## config.mk

```make
export PLATFORM = sky130hd
export DESIGN_NAME = conv_encoder_punct
export DESIGN_NICKNAME = d
export VERILOG_FILES = /design/src/rtl/conv_pkg.sv /design/src/rtl/conv_core.sv /design/src/rtl/conv_encoder_punct.sv
export SDC_FILE = /design/constraint.sdc
export NUM_CORES = 1
export LEC_CHECK = 0
export ABC_AREA = 1
export ABC_CLOCK_PERIOD_IN_PS = 1900
export BUFFER_PORTS_ARGS = -buffer_cell sky130_fd_sc_hd__buf_2
export CORE_MARGIN = 5
export CORE_UTILIZATION = 45
export CTS_CLUSTER_DIAMETER = 80
export DETAILED_ROUTE_END_ITERATION = 8
export PLACE_DENSITY = 0.72
export SYNTH_ARGS = -nofsm -noshare
export SYNTH_HDL_FRONTEND = slang
export SYNTH_SLANG_ARGS = --single-unit
```

## constraint.sdc

```tcl
create_clock -name Clk -period 1.9 [get_ports Clk]
set_input_delay 0.19 -clock Clk [delete_from_list [all_inputs] [get_ports Clk]]
set_output_delay 0.19 -clock Clk [all_outputs]
set_load 0.03 [all_outputs]
```

## src/rtl/conv_pkg.sv

```systemverilog
// Shared definitions for the K=7 convolutional encoder with puncturing.
// Holds frame sizing, generator polynomials, rate codes, the FSM state
// type and the puncture-keep helpers used by the top level.
package conv_pkg;

    localparam int unsigned FRAME = 512;
    localparam int unsigned LEN_W = $clog2(FRAME);
    localparam int unsigned CNT_W = LEN_W + 1;
    localparam int unsigned K     = 7;
    localparam int unsigned SR_W  = K - 1;
    localparam int unsigned TAIL  = K - 1;
    localparam int unsigned PH_W  = 2;

    // Generator polynomials; MSB taps the current bit, LSB the oldest.
    localparam logic [K-1:0] G0 = 7'o133;
    localparam logic [K-1:0] G1 = 7'o171;

    localparam logic [1:0] RATE_1_2 = 2'b00;
    localparam logic [1:0] RATE_2_3 = 2'b01;
    localparam logic [1:0] RATE_3_4 = 2'b10;

    typedef enum logic [1:0] {
        IDLE  = 2'd0,
        FETCH = 2'd1,
        EMIT2 = 2'd2,
        DONE  = 2'd3
    } state_t;

    typedef struct packed {
        logic keep_a;
        logic keep_b;
    } keep_t;

    // Which of the A/B code bits survive for a given rate and phase.
    function automatic keep_t punct_keep(input logic [1:0] rate,
                                         input logic [PH_W-1:0] phase);
        keep_t k;
        k.keep_a = 1'b1;
        k.keep_b = 1'b1;
        case (rate)
            RATE_2_3: begin
                if (phase != PH_W'(0)) begin
                    k.keep_b = 1'b0;
                end
            end
            RATE_3_4: begin
                case (phase)
                    PH_W'(0): begin
                        k.keep_a = 1'b1;
                        k.keep_b = 1'b1;
                    end
                    PH_W'(1): begin
                        k.keep_a = 1'b1;
                        k.keep_b = 1'b0;
                    end
                    default: begin
                        k.keep_a = 1'b0;
                        k.keep_b = 1'b1;
                    end
                endcase
            end
            default: begin
                k.keep_a = 1'b1;
                k.keep_b = 1'b1;
            end
        endcase
        return k;
    endfunction

    // Phase advance per input bit; period 1, 2 or 3 depending on rate.
    function automatic logic [PH_W-1:0] phase_next(input logic [1:0] rate,
                                                   input logic [PH_W-1:0] phase);
        logic [PH_W-1:0] p;
        p = PH_W'(0);
        case (rate)
            RATE_2_3: p = (phase == PH_W'(0)) ? PH_W'(1) : PH_W'(0);
            RATE_3_4: p = (phase >= PH_W'(2)) ? PH_W'(0) : phase + PH_W'(1);
            default:  p = PH_W'(0);
        endcase
        return p;
    endfunction

endpackage

```

## src/rtl/conv_core.sv

```systemverilog
// K=7 convolutional code core: 6-bit history register plus the two
// combinational code outputs for the bit currently presented.
// Ports:
//   clk, rst_n   clock, async active-low reset
//   clear        synchronous clear of the history register
//   shift        shift din into the history at the clock edge
//   din          current input bit
//   code_a_c     G0 (133o) code bit for din + history
//   code_b_c     G1 (171o) code bit for din + history
module conv_core
    import conv_pkg::*;
(
    input  logic clk,
    input  logic rst_n,
    input  logic clear,
    input  logic shift,
    input  logic din,
    output logic code_a_c,
    output logic code_b_c
);

    // sr[SR_W-1] is the most recent past bit (d1), sr[0] the oldest (d6).
    logic [SR_W-1:0] sr;
    logic [K-1:0]    taps;

    assign taps     = {din, sr};
    assign code_a_c = ^(taps & G0);
    assign code_b_c = ^(taps & G1);

    // History register.
    always_ff @(posedge clk or negedge rst_n) begin
        if (!rst_n) begin
            sr <= '0;
        end else if (clear) begin
            sr <= '0;
        end else if (shift) begin
            sr <= {din, sr[SR_W-1:1]};
        end
    end

endmodule

```

## src/rtl/conv_encoder_punct.sv

```systemverilog
// Transmit-side K=7 convolutional encoder with zero-tail insertion and
// rate 1/2, 2/3, 3/4 puncturing. Pulls Length data bits through Ready,
// appends TAIL zero bits, and emits one coded bit per Valid cycle.
// Ports:
//   Clk     rising-edge clock
//   Reset   async active-low reset
//   Start   level frame enable; low aborts and forces idle
//   Length  data bits in the frame, latched at frame start
//   Rate    rate code (00 1/2, 01 2/3, 10 3/4, 11 as 1/2), latched with Length
//   x       data bit, consumed on any edge with Ready high
//   Ready   combinational request for a data bit
//   Out     registered coded bit
//   Valid   registered qualifier for Out
//   Done    registered frame-complete flag, held until Start drops
module conv_encoder_punct
    import conv_pkg::*;
(
    input  logic             Clk,
    input  logic             Reset,
    input  logic             Start,
    input  logic [LEN_W-1:0] Length,
    input  logic [1:0]       Rate,
    input  logic             x,
    output logic             Ready,
    output logic             Out,
    output logic             Valid,
    output logic             Done
);

    state_t           state, state_n;
    logic [LEN_W-1:0] len_q, len_n;
    logic [1:0]       rate_q, rate_n;
    logic [CNT_W-1:0] cnt, cnt_n;
    logic [PH_W-1:0]  phase, phase_n;
    logic             hold, hold_n;
    logic             out_n, valid_n, done_n;

    logic [CNT_W-1:0] n_total;
    logic             din;
    logic             shift_en;
    logic             core_clear;
    logic             code_a, code_b;
    keep_t            keep;

    // Total bits pushed through the coder: data plus zero tail.
    assign n_total = CNT_W'(len_q) + CNT_W'(TAIL);

    // Data bits are requested only while the data portion is running;
    // during the tail the coder is fed zeros.
    assign Ready      = Start && (state == FETCH) && (cnt < CNT_W'(len_q));
    assign din        = Ready & x;
    assign shift_en   = Start && (state == FETCH);
    assign core_clear = !Start || (state == IDLE);
    assign keep       = punct_keep(rate_q, phase);

    conv_core u_core (
        .clk      (Clk),
        .rst_n    (Reset),
        .clear    (core_clear),
        .shift    (shift_en),
        .din      (din),
        .code_a_c (code_a),
        .code_b_c (code_b)
    );

    // Next-state and next-output logic.
    always_comb begin
        state_n = state;
        len_n   = len_q;
        rate_n  = rate_q;
        cnt_n   = cnt;
        phase_n = phase;
        hold_n  = hold;
        out_n   = Out;
        valid_n = 1'b0;
        done_n  = 1'b0;

        if (!Start) begin
            state_n = IDLE;
            cnt_n   = '0;
            phase_n = '0;
            hold_n  = 1'b0;
            out_n   = 1'b0;
        end else begin
            case (state)
                IDLE: begin
                    len_n   = Length;
                    rate_n  = (Rate == 2'b11) ? RATE_1_2 : Rate;
                    cnt_n   = '0;
                    phase_n = '0;
                    state_n = FETCH;
                end
                FETCH: begin
                    cnt_n   = cnt + CNT_W'(1);
                    phase_n = phase_next(rate_q, phase);
                    valid_n = 1'b1;
                    // First kept bit goes out now; B is parked for EMIT2.
                    out_n   = keep.keep_a ? code_a : code_b;
                    hold_n  = code_b;
                    if (keep.keep_a && keep.keep_b) begin
                        state_n = EMIT2;
                    end else if (cnt_n == n_total) begin
                        state_n = DONE;
                    end else begin
                        state_n = FETCH;
                    end
                end
                EMIT2: begin
                    out_n   = hold;
                    valid_n = 1'b1;
                    state_n = (cnt == n_total) ? DONE : FETCH;
                end
                DONE: begin
                    done_n  = 1'b1;
                end
                default: begin
                    state_n = IDLE;
                end
            endcase
        end
    end

    // State and registered outputs.
    always_ff @(posedge Clk or negedge Reset) begin
        if (!Reset) begin
            state  <= IDLE;
            len_q  <= '0;
            rate_q <= RATE_1_2;
            cnt    <= '0;
            phase  <= '0;
            hold   <= 1'b0;
            Out    <= 1'b0;
            Valid  <= 1'b0;
            Done   <= 1'b0;
        end else begin
            state  <= state_n;
            len_q  <= len_n;
            rate_q <= rate_n;
            cnt    <= cnt_n;
            phase  <= phase_n;
            hold   <= hold_n;
            Out    <= out_n;
            Valid  <= valid_n;
            Done   <= done_n;
        end
    end

endmodule
```

**Yosys cells after proc, flatten, opt, wreduce, memory -nomap -nowiden**

Cells that the tools add are included.

- Eq/ne operators: 13
- Muxes and demuxes: 28
- $mul: 0
- Bitwise gates (word level): 1
- Add/sub/neg operators: 3
- Magnitude comparators: 2
- Shifts and indexed selects: 0
- Reductions and logical operators: 13
- Div/mod/pow operators: 0

Operator list:

| kind | count |
|---|---|
| $eq A10 B10 Y1 | 2 |
| $pmux W10 S2 | 1 |
| $mux W2 | 7 |
| $reduce_xor A7 Y1 | 2 |
| $mux W6 | 2 |
| $pmux W2 S2 | 3 |
| $mux W1 | 11 |
| $add A10 B1 Y10 const B | 1 |
| $add A9 B3 Y10 const B | 1 |
| $lt A10 B9 Y1 | 1 |
| $mux W10 | 1 |
| $eq A2 B2 Y1 const B | 4 |
| $eq A2 B1 Y1 const B | 3 |
| $ne A3 B1 Y1 const B | 2 |
| $pmux W2 S3 | 1 |
| $logic_not A2 Y1 | 2 |
| $ne A4 B1 Y1 const B | 1 |
| $pmux W1 S2 | 2 |
| $reduce_bool A2 Y1 | 2 |
| $logic_and A1 B1 Y1 | 3 |
| $add A2 B1 Y2 const B | 1 |
| $ge A2 B2 Y1 const B | 1 |
| $ne A2 B1 Y1 const B | 1 |
| $reduce_and A2 Y1 | 1 |
| 4 further kinds | 4 |

- Word-level logic and storage cells: 70
- Bits in registers: 35
- RAM bits: 0
- Latch bits: 0
- Bits in read-only memories: 0
- Memories kept: 0

**Longest topological paths before layout**

Gate-level depths: netlist (run 1).

- Depth in word-level cells: 8
- Mapped depth: 17
- Mapped depth without buffers: 17

**Cells and area by module**

Synthesis (run 1) repeated with hierarchy kept, for this count alone.

- Cell total of the unflattened synthesis: 359
- Area total of the unflattened synthesis: 2507.4 µm²

By module, submodules not included:

| module | sequential area each (µm²) | area an instance (µm²) | times used | cells each |
|---|---|---|---|---|
| conv_encoder_punct | 725.7 | 2179.6 | 1 | 314 |
| conv_core | 150.1 | 327.8 | 1 | 45 |

**Worst setup path before layout (run 1)**

OpenSTA, ideal clock, no wires.

- Path kind: register -> register
- From: register len_q[3]
- To: register Out
- Setup time: 120 ps
- Data required time: 1780 ps
- Arrival time: 1876 ps
- Slack: -96 ps
- Cell stages (with the launch flop): 14
- Cell sequence: dfrtp_1 > inv_2 > ha_1 > nand2_1 > inv_1 > o21ai_0 > a21oi_1 > nor2_1 > and2_1 > nand2_1 > nand2_1 > nand2_1 > o21ai_1 > nand2_1

- Longest elaborated chain between the ends: 7

Ends and longest elaborated chain:

| what | line | text |
|---|---|---|
| start: declaration | conv_encoder_punct.sv:31 | `logic [LEN_W-1:0] len_q, len_n;` |
| start signal: assignment | conv_encoder_punct.sv:137 | `len_q <= len_n;` |
| $lt A10 B9 Y1 * | conv_encoder_punct.sv:50 | `assign Ready = Start && (state == FETCH) && (cnt < CNT_W'(len_q));` |
| $logic_and A1 B1 Y1 * | conv_encoder_punct.sv:50 |  |
| net Ready | conv_encoder_punct.sv:24 | `output logic Ready,` |
| $and A1 B1 Y1 * | conv_encoder_punct.sv:51 | `assign din = Ready & x;` |
| $reduce_xor A7 Y1 (on tied branches) | conv_core.sv:28, conv_core.sv:27 |  |
| $mux W1 * | conv_encoder_punct.sv:98 | `out_n = keep.keep_a ? code_a : code_b;` |
| $pmux W1 S2 * | conv_encoder_punct.sv:85 | `case (state)` |
| $mux W1 * | conv_encoder_punct.sv:78 | `if (!Start) begin` |
| end signal: assignment | conv_encoder_punct.sv:142 | `Out <= out_n;` |
| end: declaration | conv_encoder_punct.sv:25 | `output logic Out,` |

Mark *: on every way through the listed nets, which the timed path passes. The rest lies on a longest branch.
A chain may end at the register's enable or synchronous reset.

**Worst setup path after layout (run 1)**

- From: register len_q[3]
- To: output Ready

- Longest elaborated chain between the ends: 2

Ends and longest elaborated chain:

| what | line |
|---|---|
| $lt A10 B9 Y1 | conv_encoder_punct.sv:50 |
| $logic_and A1 B1 Y1 | conv_encoder_punct.sv:50 |
| end: declaration | conv_encoder_punct.sv:24 |

Every way passes these cells.

==> results of run 1 <==
[metrics by stage]
step / hold slack (ns) / power (W) / setup TNS (ns)
final: -0.0109 / 0.00358 / -0.0552
after global routing: 0.0591 / 0.00391 / -0.600
after CTS: 0.0199 / 0.00346 / -0.0774
after detailed placement: 0.333 / 0.00281 / -0.0551
after global placement: 0.336 / 0.00277 / 0
after floorplan: -0.106 / 0.00225 / 0
[synth_stat cells]
cell      instances  share of area
nand2_2           3         0.0077
buf_4             1         0.0031
o32ai_1           1         0.0036
o22ai_1          12          0.031
nand3_2           1         0.0041
nor2_4            3          0.014
clkbuf_1          2         0.0031
inv_1            54          0.083
nand3_1          26          0.053
dfrtp_1          35           0.36
nor3_1            2         0.0041
nand2_1          93           0.14
clkinv_1          1         0.0015
xnor2_1           3          0.011
xor2_1            9          0.032
a21oi_1           6          0.012
nor2_1           22          0.034
a211oi_1          2         0.0061
a22o_1            1         0.0036
buf_2             2         0.0041
nand3b_1          2         0.0061
inv_2             5         0.0077
o21bai_1          2         0.0061
and2_1            1         0.0026
a221o_1           1         0.0041
nand4_1           6          0.015
o31ai_1           2         0.0061
o21ai_1           2         0.0041
o21ai_0          19          0.039
ha_1             17          0.087
nor2_2            4          0.010
[final cells by class]
class	count	share of cell area
multi-input combinational	240	0.468
timing repair buffer	44	0.0991
tap	70	0.0298
inverter	60	0.0766
clock buffer	7	0.0260
sequential	35	0.299
clock inverter	1	0.00170
[final timing paths]
check / startpoint / end / slack (ns) / cells past startpoint
setup reg to reg: len_q[3]$_DFFE_PN0P_ / hold$_DFFE_PN0P_ / 0.04 / 11
max in group asynchronous: Reset / cnt[1]$_DFFE_PN0P_ / 1.34 / 1
min in group Clk: Length[0] / len_q[0]$_DFFE_PN0P_ / 0.09 / 3
hold / removal: Reset / cnt[2]$_DFFE_PN0P_ / -0.01 / 1
hold reg to reg: Out$_DFFE_PN0P_ / Out$_DFFE_PN0P_ / 0.48 / 2
setup / recovery: len_q[3]$_DFFE_PN0P_ / Ready / -0.06 / 9
[layer usage]
layer / global-route usage / vias to the layer above
met5: 0 / -
met4: 0.0570 / 0
met3: 0.0286 / 9
met2: 0.292 / 54
met1: 0.236 / 1061
li1: - / 1188
[flip-flops by register name, summed over array words and instances, names as in the netlist]
signal and cells:
Done 1, Out 1, Valid 1, cnt 10
hold 1, len_q 9, phase 2, rate_q 2
state 2, u_core.sr 6
[report_power, final]
part           leakage (nW)  internal, W  switching, W
registers             0.465     0.000915      0.000114
clock network        0.0422     0.000257      0.000277
logic                  1.01     0.000811       0.00121
[timing repair]
item / CTS / global route
hold buffers: 0 / 0
cloned: 0 / 0
pin swaps: 5 / 9
setup endpoints to repair: 3 / 4
resized for setup: 9 / 12
buffers inserted: 5 / 5
[kinds of logic after synthesis]
| kind of cell | after synthesis | synth area share |
|---|---|---|
| AO/OA/AOI/OAI | 48 | 0.116 |
| XOR/XNOR | 12 | 0.0430 |
| adder cells (fa/ha/maj) | 17 | 0.0870 |
| buffers and inverters | 65 | 0.102 |
| flip-flops | 35 | 0.358 |
| AND/OR/NAND/NOR | 163 | 0.294 |
==> flow_summary_export.csv, run 1 <==
group,metric,value,unit
finish,antennaDiodeCount,0,
synthesis,yosysUniqueCellTypes,31,
setup_path,crit_path_end_kind,"output port",
drt,routed-via-count,2312,
synthesis,synthCells,340,
hold_path,hold_path.class,"in2async",
sta,setup_violations,1,
sta,skew,0.00696,ns
place,dp.final_hpwl,4290,um
finish,fin_area,2940,um2
drt,drt-vias-per-instance,5.06,
drt,ant_nets,0,
place,io_buffers,18,
setup_path,critPathMaxStageDelay,0.39,ns
drt,drt-pass1-iter-count,4,
floorplanning,die_h,83.7,um
sta,layout_setup_ws,-0.0552,ns
floorplanning,rows,26,
power,power_density,1220,nW/um2
setup_path,cp_top_family,"flip-flops",
place,gp_congestion,0.868,
setup_path,crit_chain,"inv_2, ha_1, nand2_1, inv_1, o21ai_2, a21oi_2, nor2_1, and2_4, buf_6",
sta,worst_slew_pin_slew,0.818,ns
sta,fin_crit_sh,1.03,
synthesis,yosysSeqAreaShare,0.358,
drt,dr_wl_met3,292,um
floorplanning,start_util,0.470,
power,ir_drop,839,uV
clock_tree,h-tree-depth,2,
run,drv_cap,0,
clock_tree,clockBufferDepth,2,
sta,period_needed,1.96,ns
clock_tree,cts_tree,"done",
floorplanning,fp.dieW,83.7,um
finish,layout_commonest_cell,"nand2_1",
setup_path,slowest_stage,"dfrtp_1",
clock_tree,cts_buffers,5,
global_routing,globalRouteOverflowTotal,0,
global_routing,grt_max_degree,36,
drt,met1Wirelength,2680,um
synthesis,synth_warnings,0,
clock_tree,root_buffer,"clkbuf_8",
drt,wire_per_inst,12.8,um
setup_path,crit_fanout,4,
synthesis,syn_avg_cell_area,7.19,um2
setup_path,path_buf_inv,3,
drt,drt_iter0_drc,189,
place,dpl_worst_slack,-0.0280,ns
global_routing,groute.usage.overall,0.177,
setup_path,cp.arrival,1.77,ns
sta,slew_headroom,0.454,
synthesis,synth_area,2440,um2
clock_tree,cts_sinks,35,
finish,drive_above_1_share,0.212,
drt,wl,5850,um
sta,whs,-0.0109,ns
sta,hold_viol_final,24,
setup_path,start_kind,"flop",
sta,fmax,511,MHz
drt,top_layer,"met4",
finish,nets,418,
sta,rsz0062_at_grt,"true",
clock_tree,clk_pin_slew_worst_paths,0.07,ns
floorplanning,coreArea,5200,um2
power,power_leakage,1.51,nW
finish,final_util,0.565,
finish,instances_no_fill,457,
drt,drc,0,
global_routing,grt_pass1_wl,10300,um
place,dp.cells,439,
sta,maxSlewViolCount,0,
finish,multi_input_area,1380,um2
synthesis,synth-seq-cells,35,
finish,regArea,878,um2
finish,syn_to_final_growth,20.3,%
global_routing,antenna_found_initial,0,
global_routing,grt_pass1_vias,2288,
run_status,status,"complete, but fails checks",
place,placed_cell_area,2720,um2
run_status,violations,"negative hold slack, negative setup slack",
setup_path,crit_required,1.71,ns
drt,met2_length,2790,um
finish,num-fill-cells,482,
finish,final_cell_mix,"nand2_1, inv_1, dfrtp_1, buf_4, nand3_1",
setup_path,path_class,"reg2out",
floorplanning,io_pins,19,
synthesis,synth_nets,372,
clock_tree,insertion_delay,0.29,ns
floorplanning,die_area,7010,um2
Note: power is estimated with default switching activity, not from simulation.
==> inputs of run 2 (changes only) <==
- PLACE_DENSITY: 0.72 -> 0.74
==> run 2 against run 1 <==
The flow still finishes with violations (negative hold slack, negative setup slack); via count is 0.39% higher; global-route usage decreased by 0.40 points; cell count up 0.88%; wire length fell by 1.8%; clock skew decreased by 0.0011 ns; combinational power about the same; highest routed layer unchanged.
==> flow_summary_export.csv, run 2 (synthesis gave the netlist of run 1 again) <==
group,metric,value,unit
finish,layout_commonest_cell,"nand2_1",
finish,nets,422,
finish,final_util,0.578,
sta,rsz0062_at_grt,"true",
finish,antennaDiodeCount,0,
global_routing,grt_max_degree,36,
place,gp_congestion,0.863,
drt,ant_nets,0,
finish,drive_above_1_share,0.230,
clock_tree,cts_sinks,35,
power,power_density,1210,nW/um2
place,dp.final_hpwl,4210,um
setup_path,cp.arrival,1.73,ns
sta,layout_setup_ws,-0.0230,ns
drt,drt-vias-per-instance,5.03,
clock_tree,clk_pin_slew_worst_paths,0.08,ns
floorplanning,coreArea,5200,um2
sta,period_needed,1.92,ns
finish,largest_reg_flops,10,
finish,instances_no_fill,461,
drt,drc,0,
drt,routed-via-count,2321,
global_routing,groute.usage.overall,0.173,
setup_path,crit_fanout,2,
drt,drt-pass1-iter-count,7,
global_routing,grt_pass1_wl,10100,um
run_status,status,"complete, but fails checks",
finish,top_register,"cnt",
run,drv_cap,0,
drt,drt_iter0_drc,179,
place,placed_cell_area,2730,um2
sta,whs,-0.0174,ns
finish,largestRegisters,"cnt (10), len_q (9), u_core.sr (6)",
sta,fin_crit_sh,1.01,
clock_tree,h-tree-depth,2,
clock_tree,clockBufferDepth,2,
place,io_buffers,18,
place,dp.cells,440,
drt,wire_per_inst,12.5,um
sta,maxSlewViolCount,0,
floorplanning,die_area,7010,um2
drt,wl,5750,um
floorplanning,rows,26,
setup_path,start_kind,"flop",
setup_path,crit_required,1.71,ns
finish,final_cell_mix,"nand2_1, inv_1, dfrtp_1, buf_4, nand3_1",
sta,slew_headroom,0.466,
finish,fin_area,3010,um2
setup_path,path_class,"reg2out",
power,power_leakage,1.55,nW
run_status,violations,"negative hold slack, negative setup slack",
floorplanning,fp.dieW,83.7,um
sta,setup_tns,-0.0230,ns
setup_path,r2r_cells,15,
finish,syn_to_final_growth,23.0,%
clock_tree,cts_tree,"done",
setup_path,crit_path_end_kind,"output port",
setup_path,rrSetupSlack,0.09,ns
sta,worst_slew_pin_slew,0.801,ns
sta,fmax,520,MHz
floorplanning,die_h,83.7,um
global_routing,grt_pass1_vias,2312,
clock_tree,cts_buffers,5,
hold_path,hold_path.class,"in2async",
global_routing,antenna_found_initial,0,
clock_tree,root_buffer,"clkbuf_8",
sta,hold_viol_final,35,
floorplanning,io_pins,19,
clock_tree,insertion_delay,0.29,ns
power,ir_drop,875,uV
sta,setup_violations,1,
floorplanning,start_util,0.470,
sta,skew,0.00588,ns
global_routing,globalRouteOverflowTotal,0,
[run 2: cell types whose count changed in the layout (fill, tap and decap cells not counted), sizes merged]
cell / delta
clkinvlp: +2
buf: +4
clkinv: -1
inv: +1
clkbuf: -2
[run 2: repair_timing]
item | in CTS | in global routing
setup endpoints to repair | 3 | 4
gates resized for setup | 12 | 12
hold buffers | 0 | 0
setup buffers | 5 | 8
pin swaps | 5 | 6
[run 2: report_power, final]
group          total, W  internal (W)  switching (W)
logic           0.00204      0.000847        0.00119
registers       0.00103      0.000915       0.000120
clock network  0.000566      0.000262       0.000304
[run 2: final cells by class]
class                           count  area [um2]
Inverter                           60         225
Timing Repair Buffer               48         322
Sequential cell                    35         878
Multi-Input combinational cell    240        1400
Clock inverter                      3        23.8
Clock buffer                        5        68.8
Tap cell                           70        87.6
Fill cell                         487        2200
[run 2: worst paths after layout]
kind / startpoint / to
min in group Clk: Length[0] / len_q[0]$_DFFE_PN0P_
worst max register to register: len_q[1]$_DFFE_PN0P_ / state[1]$_DFFE_PN0P_
worst min register to register: Out$_DFFE_PN0P_ / Out$_DFFE_PN0P_
max in group asynchronous: Reset / cnt[0]$_DFFE_PN0P_
worst min-delay path: Reset / len_q[4]$_DFFE_PN0P_
worst max-delay path: cnt[1]$_DFFE_PN0P_ / Ready
[run 2: worst max-delay path, stage by stage (launching register included)]
cell and delay (ns):
dfrtp_2 0.44, ha_4 0.27, inv_2 0.03, o21bai_1 0.12
nand3b_1 0.13, nand2_1 0.08, nand3_1 0.07, and2_4 0.16
buf_6 0.14
[run 2: routing by layer]
layer	wire length, um	up-vias	global-route usage
met3	218	6	0.0355
met4	56	0	0.0453
met5	0	-	0
met2	2800	47	0.296
li1	-	1194	-
met1	2670	1074	0.222
[run 2: metrics by stage]
stage	total power [W]	setup slack (ns)
2_1_floorplan	0.00225	0.0256
3_3_place_gp	0.00278	0.00255
3_5_place_dp	0.00280	-0.0332
4_1_cts	0.00351	-0.0426
5_1_grt	0.00397	-0.110
6_report	0.00364	-0.0230
==> inputs of run 3 (changes only) <==
- ABC_AREA: 1 -> unset
- GPL_ROUTABILITY_DRIVEN: unset -> 0
==> run 3 against run 2 <==
The run still ends with negative hold slack, negative setup slack left; sequential cell count stayed put; register-to-register slack worse by 0.24 ns; count of clock-buffer cells in the layout is 1 higher; synthesized cell count is 21% lower; die area is 0.80% higher; setup slack worse by 0.15 ns; cell count is 14% lower; clock power is 5.3% higher; hold slack hardly changed; combinational power is 9.8% higher; critical endpoint unchanged; largest cell class unchanged.
==> flow_summary_export.csv, run 3 <==
group,metric,value,unit
global_routing,antenna_found_initial,0,
floorplanning,io_pins,19,
drt,wl,5850,um
clock_tree,root_buffer,"clkbuf_8",
finish,regArea,877,um2
sta,worst_slew_pin_slew,0.825,ns
setup_path,regToRegStartpoint,"len_q[1]$_DFFE_PN0P_",
setup_path,crit_required,1.71,ns
global_routing,grt_pass1_wl,10100,um
synthesis,ys.flop_type,"dfrtp_1",
finish,top_register,"cnt",
run_status,status,"complete, but fails checks",
setup_path,r2r_end,"state[1]$_DFFE_PN0P_",
synthesis,netlist_top_cells_area,"dfrtp_1, ha_1, xnor2_1",
hold_path,hold_path.class,"in2async",
synthesis,yosysSeqAreaShare,0.355,
sta,skew,0.0113,ns
drt,drt-vias-per-instance,5.39,
synthesis,synth_edf_count,0,
floorplanning,fp.dieW,84.0,um
floorplanning,die_area,7060,um2
finish,nets,355,
clock_tree,insertion_delay,0.30,ns
sta,whs,-0.0172,ns
finish,fin_area,3110,um2
setup_path,crit_fanout,2,
sta,slew_headroom,0.450,
finish,largest_reg_flops,10,
synthesis,async_reset_ff_frac,1.00,
drt,drt_iter0_drc,158,
clock_tree,cts_tree,"done",
drt,drc,0,
finish,multi_input_area,1540,um2
power,power_density,1240,nW/um2
finish,largestRegisters,"cnt (10), len_q (9), u_core.sr (6)",
synthesis,synthCells,267,
place,dpl_worst_slack,-0.192,ns
sta,period_needed,2.07,ns
setup_path,rrSetupSlack,-0.15,ns
clock_tree,h-tree-depth,2,
finish,layout_commonest_cell,"buf_4",
synthesis,synth_warnings,0,
floorplanning,die_h,84.0,um
drt,ant_nets,0,
sta,layout_setup_ws,-0.174,ns
global_routing,globalRouteOverflowTotal,0,
finish,num-fill-cells,477,
power,ir_drop,605,uV
clock_tree,cts_sinks,35,
finish,drive_above_1_share,0.330,
clock_tree,clockBufferDepth,2,
finish,final_util,0.576,
drt,wire_per_inst,14.8,um
setup_path,crit_path_end_kind,"output port",
sta,fmax,482,MHz
run_status,violations,"negative hold slack, negative setup slack",
synthesis,yosysUniqueCellTypes,48,
finish,antennaDiodeCount,0,
synthesis,ys_top_cells_by_count,"dfrtp_1, o21ai_0, nand2_1",
drt,drt-pass1-iter-count,4,
global_routing,grt_max_degree,36,
place,io_buffers,18,
global_routing,groute.usage.overall,0.178,
sta,maxSlewViolCount,0,
synthesis,synth-seq-cells,35,
floorplanning,coreArea,5410,um2
synthesis,yosys.area.top_type,"dfrtp_1",
setup_path,cp.arrival,1.88,ns
setup_path,r2r_cells,8,
setup_path,start_kind,"flop",
power,power_leakage,1.48,nW
synthesis,synth_nets,299,
global_routing,grt_pass1_vias,2081,
place,dp.final_hpwl,4310,um
finish,syn_to_final_growth,26.1,%
run,drv_cap,0,
floorplanning,start_util,0.456,
finish,final_cell_mix,"buf_4, dfrtp_1, nand2_1, o21ai_0, nor2_1",
synthesis,synth.most_common_cell,"dfrtp_1",
setup_path,path_class,"reg2out",
sta,hold_viol_final,27,
sta,setup_violations,5,
sta,rsz0062_at_grt,"true",
clock_tree,cts_buffers,5,
synthesis,syn_avg_cell_area,9.24,um2
place,placed_cell_area,2930,um2
floorplanning,rows,27,
synthesis,synth_area,2470,um2
clock_tree,clk_pin_slew_worst_paths,0.08,ns
drt,routed-via-count,2134,
synthesis,yosys.area.top_type_share,0.355,
sta,fin_crit_sh,1.09,
run 3: worst max-delay path by stage:
stage / from / to / slack [ns]
floorplan: len_q[1]$_DFFE_PN0P_ / state[1]$_DFFE_PN0P_ / -0.15
global placement: len_q[1]$_DFFE_PN0P_ / state[1]$_DFFE_PN0P_ / -0.14
detailed placement: len_q[1]$_DFFE_PN0P_ / Out$_DFFE_PN0P_ / -0.19
CTS: len_q[2]$_DFFE_PN0P_ / state[1]$_DFFE_PN0P_ / -0.17
global route: len_q[2]$_DFFE_PN0P_ / Ready / -0.26
finish: len_q[1]$_DFFE_PN0P_ / Ready / -0.17
run 3: repair_timing:
action,4_1_cts,5_1_grt
pin swaps,11,5
buffers inserted,3,1
resized for setup,13,4
endpoints found under the setup margin,4,5
hold buffers,0,0
run 3: final cells by class:
cell class,instances,share of cell area
Multi-Input combinational cell,201,0.494
Inverter,16,0.0201
Tap cell,72,0.0290
Timing Repair Buffer,64,0.143
Clock buffer,6,0.0265
Clock inverter,2,0.00523
Sequential cell,35,0.282
run 3: critical path, stage by stage (launching register included):
cell and delay (ns):
dfrtp_1 0.37, inv_2 0.06, ha_1 0.29, nand2b_1 0.09
a211oi_2 0.07, o21a_1 0.20, buf_4 0.15, nor3_4 0.19
buf_6 0.16
run 3: where the power goes:
part           internal, W  switching, W  total, W
combinational      0.00107       0.00117   0.00224
sequential        0.000899      0.000105   0.00100
clock             0.000296      0.000300  0.000596
run 3: through the flow:
step	setup TNS (ns)	instances	hold WS, ns	power (W)
after floorplan	-0.294	267	-0.106	0.00249
after global placement	-0.318	384	0.324	0.00306
after detailed placement	-0.527	384	0.337	0.00312
after CTS	-0.523	395	0.0140	0.00383
after global routing	-1.11	396	0.0590	0.00416
final	-0.568	396	-0.0172	0.00384
run 3: logic make-up after synthesis:
family	share of synthesized area
and+or+nand+nor	0.185
buffers and inverters	0.0553
AOI/OAI and AO/OA	0.150
xor gates and xnor gates	0.0908
DFF	0.355
adders and majority gates	0.0862
muxes	0.0786
run 3: layer usage:
metal / wire, um / share of wire / vias to the layer above / global-route usage
met5: 0 / 0 / - / 0
met4: 144 / 0.025 / 0 / 0.0629
met3: 224 / 0.038 / 12 / 0.0296
met2: 2770 / 0.47 / 55 / 0.296
met1: 2710 / 0.46 / 1018 / 0.232
li1: - / - / 1049 / -
